$ cat src/rtl/network_port_arbiter_if.sv
// Signal bundle between the ingress requesters and the packet-buffer write arbiter.
// The slave view belongs to the arbiter; the master view belongs to the requester side.
interface network_port_arbiter_if #(
    parameter int NUM_PORTS = 4
);
    logic [NUM_PORTS-1:0]   req;
    logic [NUM_PORTS*4-1:0] req_dest;
    logic                   credit_return;
    logic [NUM_PORTS-1:0]   grant;
    logic                   out_valid;
    logic                   out_last;
    logic [3:0]             out_dest;
    logic [2:0]             out_src;
    logic [7:0]             credit_cnt;
    logic                   route_error;
    logic [2:0]             err_src;
    logic                   credit_overflow;

    modport master (
        output req, req_dest, credit_return,
        input  grant, out_valid, out_last, out_dest, out_src,
               credit_cnt, route_error, err_src, credit_overflow
    );

    modport slave (
        input  req, req_dest, credit_return,
        output grant, out_valid, out_last, out_dest, out_src,
               credit_cnt, route_error, err_src, credit_overflow
    );
endinterface

$ cat src/rtl/network_port_arbiter.sv
// Round-robin whole-packet scheduler for the shared packet-buffer write port,
// with downstream credit accounting and rejection of unroutable destinations.
module network_port_arbiter #(
    parameter int          NUM_PORTS = 4,
    parameter int          PKT_BEATS = 8,
    parameter int          CREDITS   = 16,
    parameter logic [15:0] DEST_MASK = 16'hFFFF
) (
    input logic                   clk,
    input logic                   rst,
    network_port_arbiter_if.slave bus
);
    localparam logic [2:0] LAST_PORT  = 3'(NUM_PORTS - 1);
    localparam logic [7:0] LAST_BEAT  = 8'(PKT_BEATS - 1);
    localparam logic [7:0] CREDIT_MAX = 8'(CREDITS);

    typedef enum logic {IDLE, XFER} state_t;

    state_t               state_reg, state_next;
    logic [2:0]           rr_ptr_reg, rr_ptr_next;
    logic [7:0]           beat_reg, beat_next;
    logic [7:0]           credit_reg, credit_next;
    logic [NUM_PORTS-1:0] grant_reg, grant_next;
    logic                 valid_reg, valid_next;
    logic [3:0]           dest_reg, dest_next;
    logic [2:0]           src_reg, src_next;
    logic                 route_err_reg, route_err_next;
    logic [2:0]           err_src_reg, err_src_next;
    logic                 overflow_reg, overflow_next;

    logic [7:0]           req_ext;
    logic [31:0]          dest_ext;
    logic [NUM_PORTS-1:0] rot_req;
    logic [2:0]           rot_idx [NUM_PORTS];
    logic                 found;
    logic [2:0]           win_idx;
    logic [3:0]           win_dest;
    logic                 take;

    function automatic logic [2:0] inc_port(input logic [2:0] p);
        return (p == LAST_PORT) ? 3'd0 : p + 3'd1;
    endfunction

    assign req_ext  = 8'(bus.req);
    assign dest_ext = 32'(bus.req_dest);

    // Slot gi of the rotated view is the port gi positions after rr_ptr.
    genvar gi;
    generate
        for (gi = 0; gi < NUM_PORTS; gi++) begin : g_rot
            logic [3:0] sum;
            assign sum         = {1'b0, rr_ptr_reg} + 4'(gi);
            assign rot_idx[gi] = (sum >= 4'(NUM_PORTS)) ? 3'(sum - 4'(NUM_PORTS)) : sum[2:0];
            assign rot_req[gi] = req_ext[rot_idx[gi]];
        end
    endgenerate

    // Walk from the far end so the slot nearest rr_ptr wins.
    always_comb begin
        found   = 1'b0;
        win_idx = 3'd0;
        for (int i = NUM_PORTS - 1; i >= 0; i--) begin
            if (rot_req[i]) begin
                found   = 1'b1;
                win_idx = rot_idx[i];
            end
        end
        win_dest = dest_ext[{win_idx, 2'b00} +: 4];
    end

    always_comb begin
        state_next     = state_reg;
        rr_ptr_next    = rr_ptr_reg;
        beat_next      = beat_reg;
        grant_next     = grant_reg;
        valid_next     = valid_reg;
        dest_next      = dest_reg;
        src_next       = src_reg;
        route_err_next = 1'b0;
        err_src_next   = err_src_reg;
        overflow_next  = overflow_reg;
        credit_next    = credit_reg;
        take           = 1'b0;

        case (state_reg)
            IDLE: begin
                if (found && credit_reg != 8'd0) begin
                    if (DEST_MASK[win_dest]) begin
                        take       = 1'b1;
                        state_next = XFER;
                        grant_next = NUM_PORTS'(1) << win_idx;
                        valid_next = 1'b1;
                        dest_next  = win_dest;
                        src_next   = win_idx;
                        beat_next  = LAST_BEAT;
                    end else begin
                        route_err_next = 1'b1;
                        err_src_next   = win_idx;
                        rr_ptr_next    = inc_port(win_idx);
                    end
                end
            end
            XFER: begin
                if (beat_reg == 8'd0) begin
                    state_next  = IDLE;
                    grant_next  = '0;
                    valid_next  = 1'b0;
                    rr_ptr_next = inc_port(src_reg);
                end else begin
                    beat_next = beat_reg - 8'd1;
                end
            end
        endcase

        // A grant and a returned slot in the same cycle cancel out.
        if (take && !bus.credit_return) begin
            credit_next = credit_reg - 8'd1;
        end else if (!take && bus.credit_return) begin
            if (credit_reg == CREDIT_MAX) begin
                overflow_next = 1'b1;
            end else begin
                credit_next = credit_reg + 8'd1;
            end
        end
    end

    always_ff @(posedge clk) begin
        if (rst) begin
            state_reg     <= IDLE;
            rr_ptr_reg    <= 3'd0;
            beat_reg      <= 8'd0;
            credit_reg    <= CREDIT_MAX;
            grant_reg     <= '0;
            valid_reg     <= 1'b0;
            dest_reg      <= 4'd0;
            src_reg       <= 3'd0;
            route_err_reg <= 1'b0;
            err_src_reg   <= 3'd0;
            overflow_reg  <= 1'b0;
        end else begin
            state_reg     <= state_next;
            rr_ptr_reg    <= rr_ptr_next;
            beat_reg      <= beat_next;
            credit_reg    <= credit_next;
            grant_reg     <= grant_next;
            valid_reg     <= valid_next;
            dest_reg      <= dest_next;
            src_reg       <= src_next;
            route_err_reg <= route_err_next;
            err_src_reg   <= err_src_next;
            overflow_reg  <= overflow_next;
        end
    end

    assign bus.grant           = grant_reg;
    assign bus.out_valid       = valid_reg;
    assign bus.out_last        = valid_reg && (beat_reg == 8'd0);
    assign bus.out_dest        = dest_reg;
    assign bus.out_src         = src_reg;
    assign bus.credit_cnt      = credit_reg;
    assign bus.route_error     = route_err_reg;
    assign bus.err_src         = err_src_reg;
    assign bus.credit_overflow = overflow_reg;
endmodule
$ cat src/flat_wrapper.sv
// flat-port wrapper written by rule: the top's interface ports become plain ports
module network_port_arbiter_flat 
#(
    parameter int          NUM_PORTS = 4,
    parameter int          PKT_BEATS = 8,
    parameter int          CREDITS   = 16,
    parameter logic [15:0] DEST_MASK = 16'hFFFF
)
  (clk, rst, bus_req, bus_req_dest, bus_credit_return, bus_grant, bus_out_valid, bus_out_last, bus_out_dest, bus_out_src, bus_credit_cnt, bus_route_error, bus_err_src, bus_credit_overflow);
  network_port_arbiter_if #(.NUM_PORTS(NUM_PORTS)) bus_i ();
  input logic clk;
  input logic rst;
  input wire logic [$bits(bus_i.req)-1:0] bus_req;
  input wire logic [$bits(bus_i.req_dest)-1:0] bus_req_dest;
  input wire logic [$bits(bus_i.credit_return)-1:0] bus_credit_return;
  output wire logic [$bits(bus_i.grant)-1:0] bus_grant;
  output wire logic [$bits(bus_i.out_valid)-1:0] bus_out_valid;
  output wire logic [$bits(bus_i.out_last)-1:0] bus_out_last;
  output wire logic [$bits(bus_i.out_dest)-1:0] bus_out_dest;
  output wire logic [$bits(bus_i.out_src)-1:0] bus_out_src;
  output wire logic [$bits(bus_i.credit_cnt)-1:0] bus_credit_cnt;
  output wire logic [$bits(bus_i.route_error)-1:0] bus_route_error;
  output wire logic [$bits(bus_i.err_src)-1:0] bus_err_src;
  output wire logic [$bits(bus_i.credit_overflow)-1:0] bus_credit_overflow;
  assign bus_i.req = bus_req;
  assign bus_i.req_dest = bus_req_dest;
  assign bus_i.credit_return = bus_credit_return;
  assign bus_grant = bus_i.grant;
  assign bus_out_valid = bus_i.out_valid;
  assign bus_out_last = bus_i.out_last;
  assign bus_out_dest = bus_i.out_dest;
  assign bus_out_src = bus_i.out_src;
  assign bus_credit_cnt = bus_i.credit_cnt;
  assign bus_route_error = bus_i.route_error;
  assign bus_err_src = bus_i.err_src;
  assign bus_credit_overflow = bus_i.credit_overflow;
  network_port_arbiter #(.NUM_PORTS(NUM_PORTS), .PKT_BEATS(PKT_BEATS), .CREDITS(CREDITS), .DEST_MASK(DEST_MASK)) u_core (.clk(clk), .rst(rst), .bus(bus_i));
endmodule
$ cat config.mk
export PLATFORM = sky130hd
export DESIGN_NAME = network_port_arbiter_flat
export DESIGN_NICKNAME = d
export VERILOG_FILES = /design/src/rtl/network_port_arbiter_if.sv /design/src/rtl/network_port_arbiter.sv /design/src/flat_wrapper.sv
export SDC_FILE = /design/constraint.sdc
export NUM_CORES = 1
export LEC_CHECK = 0
export BUFFER_PORTS_ARGS = -buffer_cell sky130_fd_sc_hd__buf_2
export CORE_AREA = 3 3 79 81
export DETAILED_ROUTE_END_ITERATION = 7
export DIE_AREA = 0 0 82 84
export HOLD_SLACK_MARGIN = 0.12
export SYNTH_ARGS = -nofsm -noshare
export SYNTH_HDL_FRONTEND = slang
export SYNTH_SLANG_ARGS = --single-unit
export TNS_END_PERCENT = 10
$ cat constraint.sdc
create_clock -name clk -period 4.8 [get_ports clk]
set_input_delay 0.24 -clock clk [delete_from_list [all_inputs] [get_ports clk]]
set_output_delay 0.24 -clock clk [all_outputs]
set_load 0.01 [all_outputs]
# Word level (Yosys, flattened, before mapping)
# Memories as Yosys holds them, arrays and structs flattened.
# Index checks and enable logic that the tools add are counted.
# op_classes
n_reduce_logical	17
magnitude_cmp	9
bitwise	4
n_eq_ne	9
n_addsub	12
n_mux	48
shifts	2
# op_table
op	n
2-to-1 mux 8 bit	6
2-to-1 mux 3 bit	13
indexed part select 32 x 6 -> 4 bit	1
AND reduction 3 bit	6
2-to-1 mux 1 bit	17
less-than comparator 3 x 4 -> 1 bit, second input constant	4
one-hot mux 8 bit (2 select lines)	1
subtractor 8 x 1 -> 8 bit, second input constant	2
binary-select mux 1 bit (select 3 bit)	4
greater-or-equal comparator 4 x 3 -> 1 bit, second input constant	3
2-to-1 mux 4 bit	3
subtractor 3 bit, second input constant	4
adder 3 x 2 -> 4 bit, second input constant	2
adder 8 x 1 -> 8 bit, second input constant	1
equality test 8 x 5 -> 1 bit, second input constant	1
zero test 8 bit	1
one-hot mux 4 bit (2 select lines)	1
nonzero test 8 bit	1
adder 3 x 1 -> 3 bit, second input constant	2
equality test 3 x 2 -> 1 bit, second input constant	2
!= test 2 x 1 -> 1 bit, second input constant	3
!= test 2 bit, second input constant	3
one-hot mux 3 bit (2 select lines)	1
less-than comparator 4 x 5 -> 1 bit, second input constant	1
other kinds (10)	18
# word_totals
romBits	16
memories	1
elab_cells	113
output_inout_bits	26
input_bits	23
reg_bits	37
# mem_list
name	depth	word_bits	rd	rd_clocked_by_memory_dff	write_ports	line_no	text
(no name shown)	16	1	1	0	0	network_port_arbiter.sv:88	if (DEST_MASK[win_dest]) begin

# Longest topological paths before layout
# Gate-level depths: netlist (run 1).
# depth
word_depth	19
depth_mapped	19
ltp_nobuf	16

# Worst setup path before layout (run 1)
# No wires, ideal clock.
# synth_path
path_kind	register to register
startpoint	register u_core.rr_ptr_reg[0]
endpoint	register u_core.credit_reg[7], in the netlist u_core.bus.credit_cnt[7]
stages_incl_launch_ff	19
required_time_ns	4.685
period_less_slack_ns	3.967
arrival_time_ns	3.852
path_slack_ns	0.833
n_path_buf	3
setup_time_ns	0.115
path_cell_list	dfxtp_1 > buf_6 > inv_1 > ha_1 > buf_6 > mux2_4 > and2_4 > o22ai_2 > a311o_4 > inv_2 > buf_4 > ha_1 > ha_1 > inv_1 > o211ai_1 > a2111oi_0 > or4b_1 > and3_1 > o21ba_2
# synth_via
elab_chain_len	19
elab_cells_between_ends	45
cone_classes	add/sub (7); order compare (4); eq/ne (1); shift (1); mux (25); reduce/logical (6); memory (1)
# synth_lines
item	line_no	text
from (decl)	network_port_arbiter.sv:20	logic [2:0] rr_ptr_reg, rr_ptr_next;
from (signal assigned)	network_port_arbiter.sv:142	rr_ptr_reg <= rr_ptr_next;
adder 3 x 2 -> 4 bit	network_port_arbiter.sv:52	assign sum = {1'b0, rr_ptr_reg} + 4'(gi);
greater-or-equal comparator 4 x 3 -> 1 bit or subtractor 3 bit (tied branches)	network_port_arbiter.sv:53	assign rot_idx[gi] = (sum >= 4'(NUM_PORTS)) ? 3'(sum - 4'(NUM_PORTS)) : sum[2:0];
2-to-1 mux 3 bit	network_port_arbiter.sv:53	
binary-select mux 1 bit (select 3 bit)	network_port_arbiter.sv:54	assign rot_req[gi] = req_ext[rot_idx[gi]];
2-to-1 mux 1 bit (not written as such)	network_port_arbiter.sv:54	
2-to-1 mux 3 bit (4 in a row)	network_port_arbiter.sv:63	if (rot_req[i]) begin
indexed part select 32 x 6 -> 4 bit	network_port_arbiter.sv:68	win_dest = dest_ext[{win_idx, 2'b00} +: 4];
memory read (16 x 1 bit)	n/a	
2-to-1 mux 1 bit (not written as such)	network_port_arbiter.sv:88	
2-to-1 mux 1 bit	network_port_arbiter.sv:88	
2-to-1 mux 1 bit (*)	network_port_arbiter.sv:87	if (found && credit_reg != 8'd0) begin
2-to-1 mux 1 bit (*)	network_port_arbiter.sv:85	case (state_reg)
zero test 1 bit	network_port_arbiter.sv:118	end else if (!take && bus.credit_return) begin
logical AND 1 bit	network_port_arbiter.sv:118	
nonzero test 2 bit (no source line)	n/a	
AND reduction 2 bit (no source line)	n/a	
to (signal assigned)	network_port_arbiter.sv:144	credit_reg <= credit_next;
to (decl)	network_port_arbiter.sv:22	logic [7:0] credit_reg, credit_next;
# Mark *: on every way between the ends. The rest lies on a longest branch, timed or not. The select of a mux whose other input is x is not followed.
# A chain may end at the register's enable or synchronous reset.

# Worst setup path after layout (run 1)
# Same ends and word-level chain as after synthesis.

==> impl_metrics.csv, run 1 <==
group,metric,value,unit
route,drtIter0Drc,97,
route,wire_per_inst,13.6,um
layout,seq_area,661,um2
floorplanning,die_area,0.00689,mm2
clocking,ctsHtreeMaxLevel,2,
layout,syn_to_final_growth,14.9,%
logic_synthesis,post-synth-top-count-cell,"dfxtp_1",
clocking,cts_buffer_depth,2,
critical_path,crit_arrival,4.42,ns
timing,fmax,0.236,GHz
critical_path,rr_worst_depth,15,
route,drt-total-wl,5050,um
clocking,cts_resized,0,
clocking,cts_root_buffer,"clkbuf_8",
logic_synthesis,syn_inst,256,
worst_hold_path,hold_depth,3,
logic_synthesis,syn_avg_cell_area,8.64,um2
logic_synthesis,ys_types,56,
timing,period_minus_slack,4.24,ns
floorplanning,die_w,82,um
worst_hold_path,hp-class,"input port to flip-flop",
clocking,clk_pin_slew,0.07,ns
timing,rsz0062_at_grt,"false",
clocking,cts_tree,"built",
route,via_per_inst,5.18,
logic_synthesis,synth-seq-area-share,29.9,%
layout,utilization,45.9,%
logic_synthesis,ys_seq_elements,33,
timing,setup_tns,0,ns
global_routing,grt_max_degree,34,
job,drv_cap,0,
global_routing,grt_pass1_vias,1818,
layout,n_fill_cell,587,
timing,tightest_slew,0.769,ns
critical_path,cp_common_cell,"ha_1",
clocking,cts_sinks,33,
clocking,post-cts-setup-buffer-count,0,
logic_synthesis,netlist_area,0.00221,mm2
floorplanning,io_pins,49,
clocking,cts_buffers,5,
layout,multi_input_area,0.00140,mm2
timing,setup_viol,0,
route,firstDrtPassIters,4,
logic_synthesis,synth-main-ff-cell,"dfxtp_1",
critical_path,cpPeakStageDelay,0.51,ns
clocking,clk_latency,0.29,ns
status,outcome,"completed",
timing,fin_skew,0.00391,ns
global_routing,antenna_found_initial,0,
critical_path,crit_fanout,16,
layout,final_nets,338,
timing,drv_slew,0,
placed_design,io_buffers,44,
critical_path,cp_top_family,"compound AO/OA/AOI/OAI gates",
power,powerDensity,582,mW/mm2
power,ir_drop,0.000225,V
logic_synthesis,synth_edf_count,0,
placed_design,gp_congestion,0.894,
floorplanning,start_util,39.9,%
logic_synthesis,synth_top_area_share,29.9,%
placed_design,dpl.hpwl,3690,um
floorplanning,row_count,27,
critical_path,crit_buf_inv,2,
logic_synthesis,yosys_warnings,0,
timing,min_period_over_period,88.2,%
critical_path,cp_cell_sequence,"inv_1 -> ha_1 -> mux2_4 -> and2_4 -> o22ai_2 -> a311o_4 -> inv_2 -> ha_1 -> ha_1 -> a21oi_1 -> o211ai_1 -> a2111oi_0 -> o211ai_1 -> and3_1 -> o21ba_2",
critical_path,criticalPathCategory,"flip-flop to flip-flop",
power,p_leak,1.13,nW
global_routing,grt_usage,15.6,%
floorplanning,core,0.00554,mm2
route,vias,1923,
floorplanning,die_h,84,um
logic_synthesis,synth_area_leaders,"dfxtp_1 30%, ha_1 9.0%, a21oi_1 5.9%",
timing,relSlewSlack,48.6,%
critical_path,critPathSlowestCell,"a311o_4",
timing,hold_slack,0.261,ns
critical_path,crit_cells,15,
global_routing,grt_overflow,0,
timing,finalHoldViolCount,0,
layout,antenna_cells,0,
logic_synthesis,synth_area_leader_cell,"dfxtp_1",
critical_path,crit_path_start_kind,"flip-flop",
critical_path,worstPathRequired,4.98,ns
route,drc_errors,0,
layout,layout-drive-gt1-share,25.4,%
critical_path,cp-end-kind,"flip-flop",
logic_synthesis,yosys-top-cells-count,"33 x dfxtp_1, 26 x a21oi_1, 21 x nand2_1, 17 x nor2_1, 16 x ha_1",
clocking,cts_hold_buf,0,
global_routing,grt_pass1_wl,8560,um
route,postRouteAntennaNets,0,
logic_synthesis,async_flop_share,0,%
## cells in the final DEF, fill, tap and decap left out, drive strengths merged, types with 2 or more instances in the layout
cell and count:
o21ai 6, or3 5, xnor2 5, nor2 17, o211ai 2, nor2b 6
conb 4, and2 2, clkbuf 6, nand2b 3, inv 16, mux2 3
a211oi 4, dfxtp 33, o221ai 5, ha 16, nor3 11, and3 2
o21a 3, a21oi 26, clkinv 2, a311oi 3, mux2i 11, nand2 21
nor3b 7, nand3 11, or2 3, nand3b 2, buf 48
## metrics by stage
stage | instance area (um2) | total power [mW] | instances | setup slack, ns
after floorplan | 2220 | 1.09 | 259 | 0.833
after global placement | 2460 | 1.27 | 363 | 0.715
after detailed placement | 2460 | 1.28 | 363 | 0.628
after CTS | 2540 | 1.49 | 371 | 0.601
after global routing | 2540 | 1.62 | 371 | 0.133
final | 2540 | 1.48 | 371 | 0.564
## cell type report
cell class	count	share of cell area, %
multi-input combinational	194	55.0
sequential	33	26.0
timing repair buffer	48	9.84
tap	72	3.54
clock buffer	6	2.85
inverter	16	2.36
clock inverter	2	0.394
## metal layers
layer  routed length, um  share of wire, %  track usage, %  vias to the layer above
met2                2290                45            23.8                       49
met5                   0                 0               0                        -
met4                  85               1.7            5.44                        0
li1                    -                 -               -                      991
met1                2460                49            21.7                      875
met3                 218               4.3            2.70                        8
## cell families (layout without fill, tap and decap cells)
| logic type | count (synthesis) | in the layout | share of synthesized area, % |
|---|---|---|---|
| other cells | 1 | 4 | 0.170 |
| fa+ha+maj | 17 | 17 | 9.95 |
| flops | 33 | 33 | 29.9 |
| xor+xnor | 6 | 6 | 2.38 |
| compound gates | 60 | 60 | 20.0 |
| mux | 15 | 15 | 7.86 |
| simple gates | 92 | 92 | 22.3 |
| buf+inv | 32 | 72 | 7.41 |
## path summary, 6_finish.rpt
| path | slack, ns | startpoint | to |
|---|---|---|---|
| worst min-delay path | 0.26 | bus_req_dest[10] | u_core.bus.out_dest[2]$_SDFFE_PP0P_ |
| worst max register to register | 0.56 | u_core.rr_ptr_reg[0]$_SDFFE_PP0P_ | u_core.bus.credit_cnt[7]$_SDFFE_PP0P_ |
| worst max-delay path | 0.56 | u_core.rr_ptr_reg[0]$_SDFFE_PP0P_ | u_core.bus.credit_cnt[7]$_SDFFE_PP0P_ |
| worst min register to register | 0.48 | u_core.bus.out_valid$_SDFFE_PP0N_ | u_core.bus.out_valid$_SDFFE_PP0N_ |
## worst register-to-register path: stages (launching register included)
cell and delay [ns]:
dfxtp_1 0.33, inv_1 0.09, ha_1 0.42, mux2_4 0.25, and2_4 0.15, o22ai_2 0.06, a311o_4 0.51, inv_2 0.21
ha_1 0.41, ha_1 0.31, a21oi_1 0.18, o211ai_1 0.13, a2111oi_0 0.49, o211ai_1 0.19, and3_1 0.21, o21ba_2 0.20
## power breakdown
group          internal (mW)  switching (mW)
combinational          0.365           0.463
sequential             0.363          0.0815
clock                  0.101           0.105
total                  0.829           0.650
No activity file was read; power rests on OpenSTA's default activity.
==> run 2, diff against run 1 <==
- CORE_AREA: 3 3 79 81 -> 3 3 69 71
- DIE_AREA: 0 0 82 84 -> 0 0 72 74
- PLACE_DENSITY: unset -> 0.76
==> run 2 against run 1 <==
Sequential power about the same. Via count rose by 0.88%. Global-route usage grew 3.5 points. Largest cell class unchanged. Critical path depth stayed put. Maximum frequency down 4.8%. Highest routed layer unchanged.
==> impl_metrics.csv, run 2 (synthesized netlist as in run 1, its figures left out) <==
group,metric,value,unit
timing,setup_tns,0,ns
floorplanning,start_util,51.5,%
timing,tightest_slew,0.761,ns
global_routing,grt_pass1_vias,1801,
power,p_leak,1.15,nW
critical_path,worstPathRequired,4.98,ns
clocking,cts_buffers,5,
status,outcome,"completed",
critical_path,critPathSlowestCell,"dfxtp_1",
layout,n_fill_cell,372,
layout,layout-drive-gt1-share,25.5,%
timing,finalHoldViolCount,0,
critical_path,r2r_start,"u_core.rr_ptr_reg[1]$_SDFFE_PP0P_",
floorplanning,die_w,72,um
placed_design,dpl.hpwl,3530,um
timing,rsz0062_at_grt,"false",
placed_design,gp_congestion,0.916,
worst_hold_path,hold_start,"bus_req_dest[14]",
critical_path,criticalPathCategory,"flip-flop to flip-flop",
clocking,ctsHtreeMaxLevel,2,
clocking,cts_root_buffer,"clkbuf_8",
critical_path,reg2reg_to,"u_core.bus.credit_cnt[7]$_SDFFE_PP0P_",
worst_hold_path,holdPathEnd,"u_core.bus.out_dest[2]$_SDFFE_PP0P_",
worst_hold_path,hold_depth,3,
clocking,cts_sinks,33,
route,drc_errors,0,
worst_hold_path,hp-class,"input port to flip-flop",
timing,setup_viol,0,
route,firstDrtPassIters,4,
layout,layout_common_cells,"44 x buf_2, 33 x dfxtp_1, 26 x a21oi_1, 21 x nand2_1, 17 x nor2_1",
timing,relSlewSlack,49.1,%
global_routing,antenna_found_initial,0,
route,drt-total-wl,4780,um
timing,min_period_over_period,92.7,%
global_routing,grt_overflow,0,
clocking,post-cts-setup-buffer-count,0,
clocking,clk_latency,0.28,ns
critical_path,cpPeakStageDelay,0.52,ns
layout,antenna_cells,0,
global_routing,grt_pass1_wl,8120,um
clocking,cts_tree,"built",
power,ir_drop,0.000304,V
critical_path,crit_arrival,4.63,ns
timing,fmax,0.225,GHz
clocking,cts_resized,0,
timing,drv_slew,0,
floorplanning,row_count,24,
global_routing,grt_usage,19.0,%
clocking,clk_pin_slew,0.07,ns
route,drtIter0Drc,133,
placed_design,io_buffers,44,
floorplanning,die_h,74,um
critical_path,rr_worst_depth,15,
critical_path,crit_fanout,16,
critical_path,rrSetupSlack,0.35,ns
critical_path,cp_common_cell,"ha_1",
layout,final_common_cell,"buf_2",
job,drv_cap,0,
clocking,cts_hold_buf,0,
layout,final_nets,337,
clocking,cts_buffer_depth,2,
route,vias,1940,
floorplanning,io_pins,49,
floorplanning,die_area,0.00533,mm2
timing,fin_skew,0.00142,ns
route,via_per_inst,5.54,
timing,period_minus_slack,4.45,ns
route,postRouteAntennaNets,0,
critical_path,cp_top_family,"compound AO/OA/AOI/OAI gates",
critical_path,crit_path_start_kind,"flip-flop",
critical_path,crit_buf_inv,2,
critical_path,cp_cell_sequence,"inv_1 -> ha_1 -> mux2_4 -> and2_4 -> o22ai_2 -> a311o_4 -> inv_2 -> ha_1 -> ha_1 -> a21oi_1 -> o211ai_1 -> a2111oi_0 -> o211ai_1 -> and3_1 -> o21ba_2",
floorplanning,core,0.00429,mm2
layout,utilization,59.6,%
route,wire_per_inst,13.7,um
global_routing,grt_max_degree,34,
layout,syn_to_final_growth,15.8,%
critical_path,cp-end-kind,"flip-flop",
power,powerDensity,617,mW/mm2
-- run 2: changes by cell type in the layout (fill, tap and decap cells not counted) --
cell and delta:
clkinv_2 -1, bufinv_16 +2, clkbuf_1 -1, buf_4 -1
-- run 2: worst max path at each step --
stage                                      startpoint                                    end  slack [ns]  cells after the start
floorplan           u_core.rr_ptr_reg[0]$_SDFFE_PP0P_  u_core.bus.credit_cnt[7]$_SDFFE_PP0P_        0.83                     18
global placement    u_core.rr_ptr_reg[1]$_SDFFE_PP0P_  u_core.bus.credit_cnt[7]$_SDFFE_PP0P_        0.52                     15
detailed placement  u_core.rr_ptr_reg[1]$_SDFFE_PP0P_  u_core.bus.credit_cnt[7]$_SDFFE_PP0P_        0.41                     15
CTS                 u_core.rr_ptr_reg[1]$_SDFFE_PP0P_  u_core.bus.credit_cnt[7]$_SDFFE_PP0P_        0.38                     15
global route        u_core.rr_ptr_reg[1]$_SDFFE_PP0P_  u_core.bus.credit_cnt[7]$_SDFFE_PP0P_        0.07                     15
finish              u_core.rr_ptr_reg[1]$_SDFFE_PP0P_  u_core.bus.credit_cnt[7]$_SDFFE_PP0P_        0.35                     15
-- run 2: stage by stage --
step	cell area, um2	hold slack [ns]	worst slack (ns)	std cells	power, mW
global route	2560	0.264	0.0697	350	1.71
CTS	2560	0.243	0.381	350	1.59
finish	2560	0.252	0.348	350	1.58
floorplan	2220	0.437	0.833	259	1.09
detailed placement	2430	0.464	0.411	342	1.27
global placement	2430	0.465	0.525	342	1.25
-- run 2: cell type report --
cell class	count	area, um2	area share (%)
clock buffers	5	68.8	2.69
well taps	52	65.1	2.54
multi-input cells	194	1400	54.6
clock inverters	3	65.1	2.54
flip-flops and latches	33	661	25.8
inverters	16	60.1	2.34
repair buffers	47	243	9.48
-- run 2: per-layer routing --
layer | track usage [%] | share of wire [%] | up-vias
met2 | 31.6 | 47 | 69
met1 | 25.5 | 46 | 875
li1 | - | - | 990
met4 | 5.64 | 1.2 | 0
met5 | 0 | 0 | -
met3 | 3.24 | 5.8 | 6
-- run 2: report_power, final --
| part | switching [mW] | leakage, nW | internal, mW |
|---|---|---|---|
| combinational | 0.460 | 0.808 | 0.364 |
| sequential | 0.0832 | 0.271 | 0.363 |
| clock | 0.103 | 0.0681 | 0.206 |
| total | 0.647 | 1.15 | 0.933 |
-- run 2: worst min-delay path, delay by kind of cell --
kind | cells | cell delay (ns)
buffers and inverters | 1 | 0.07
AOI/OAI and AO/OA | 1 | 0.12
muxes | 1 | 0.07
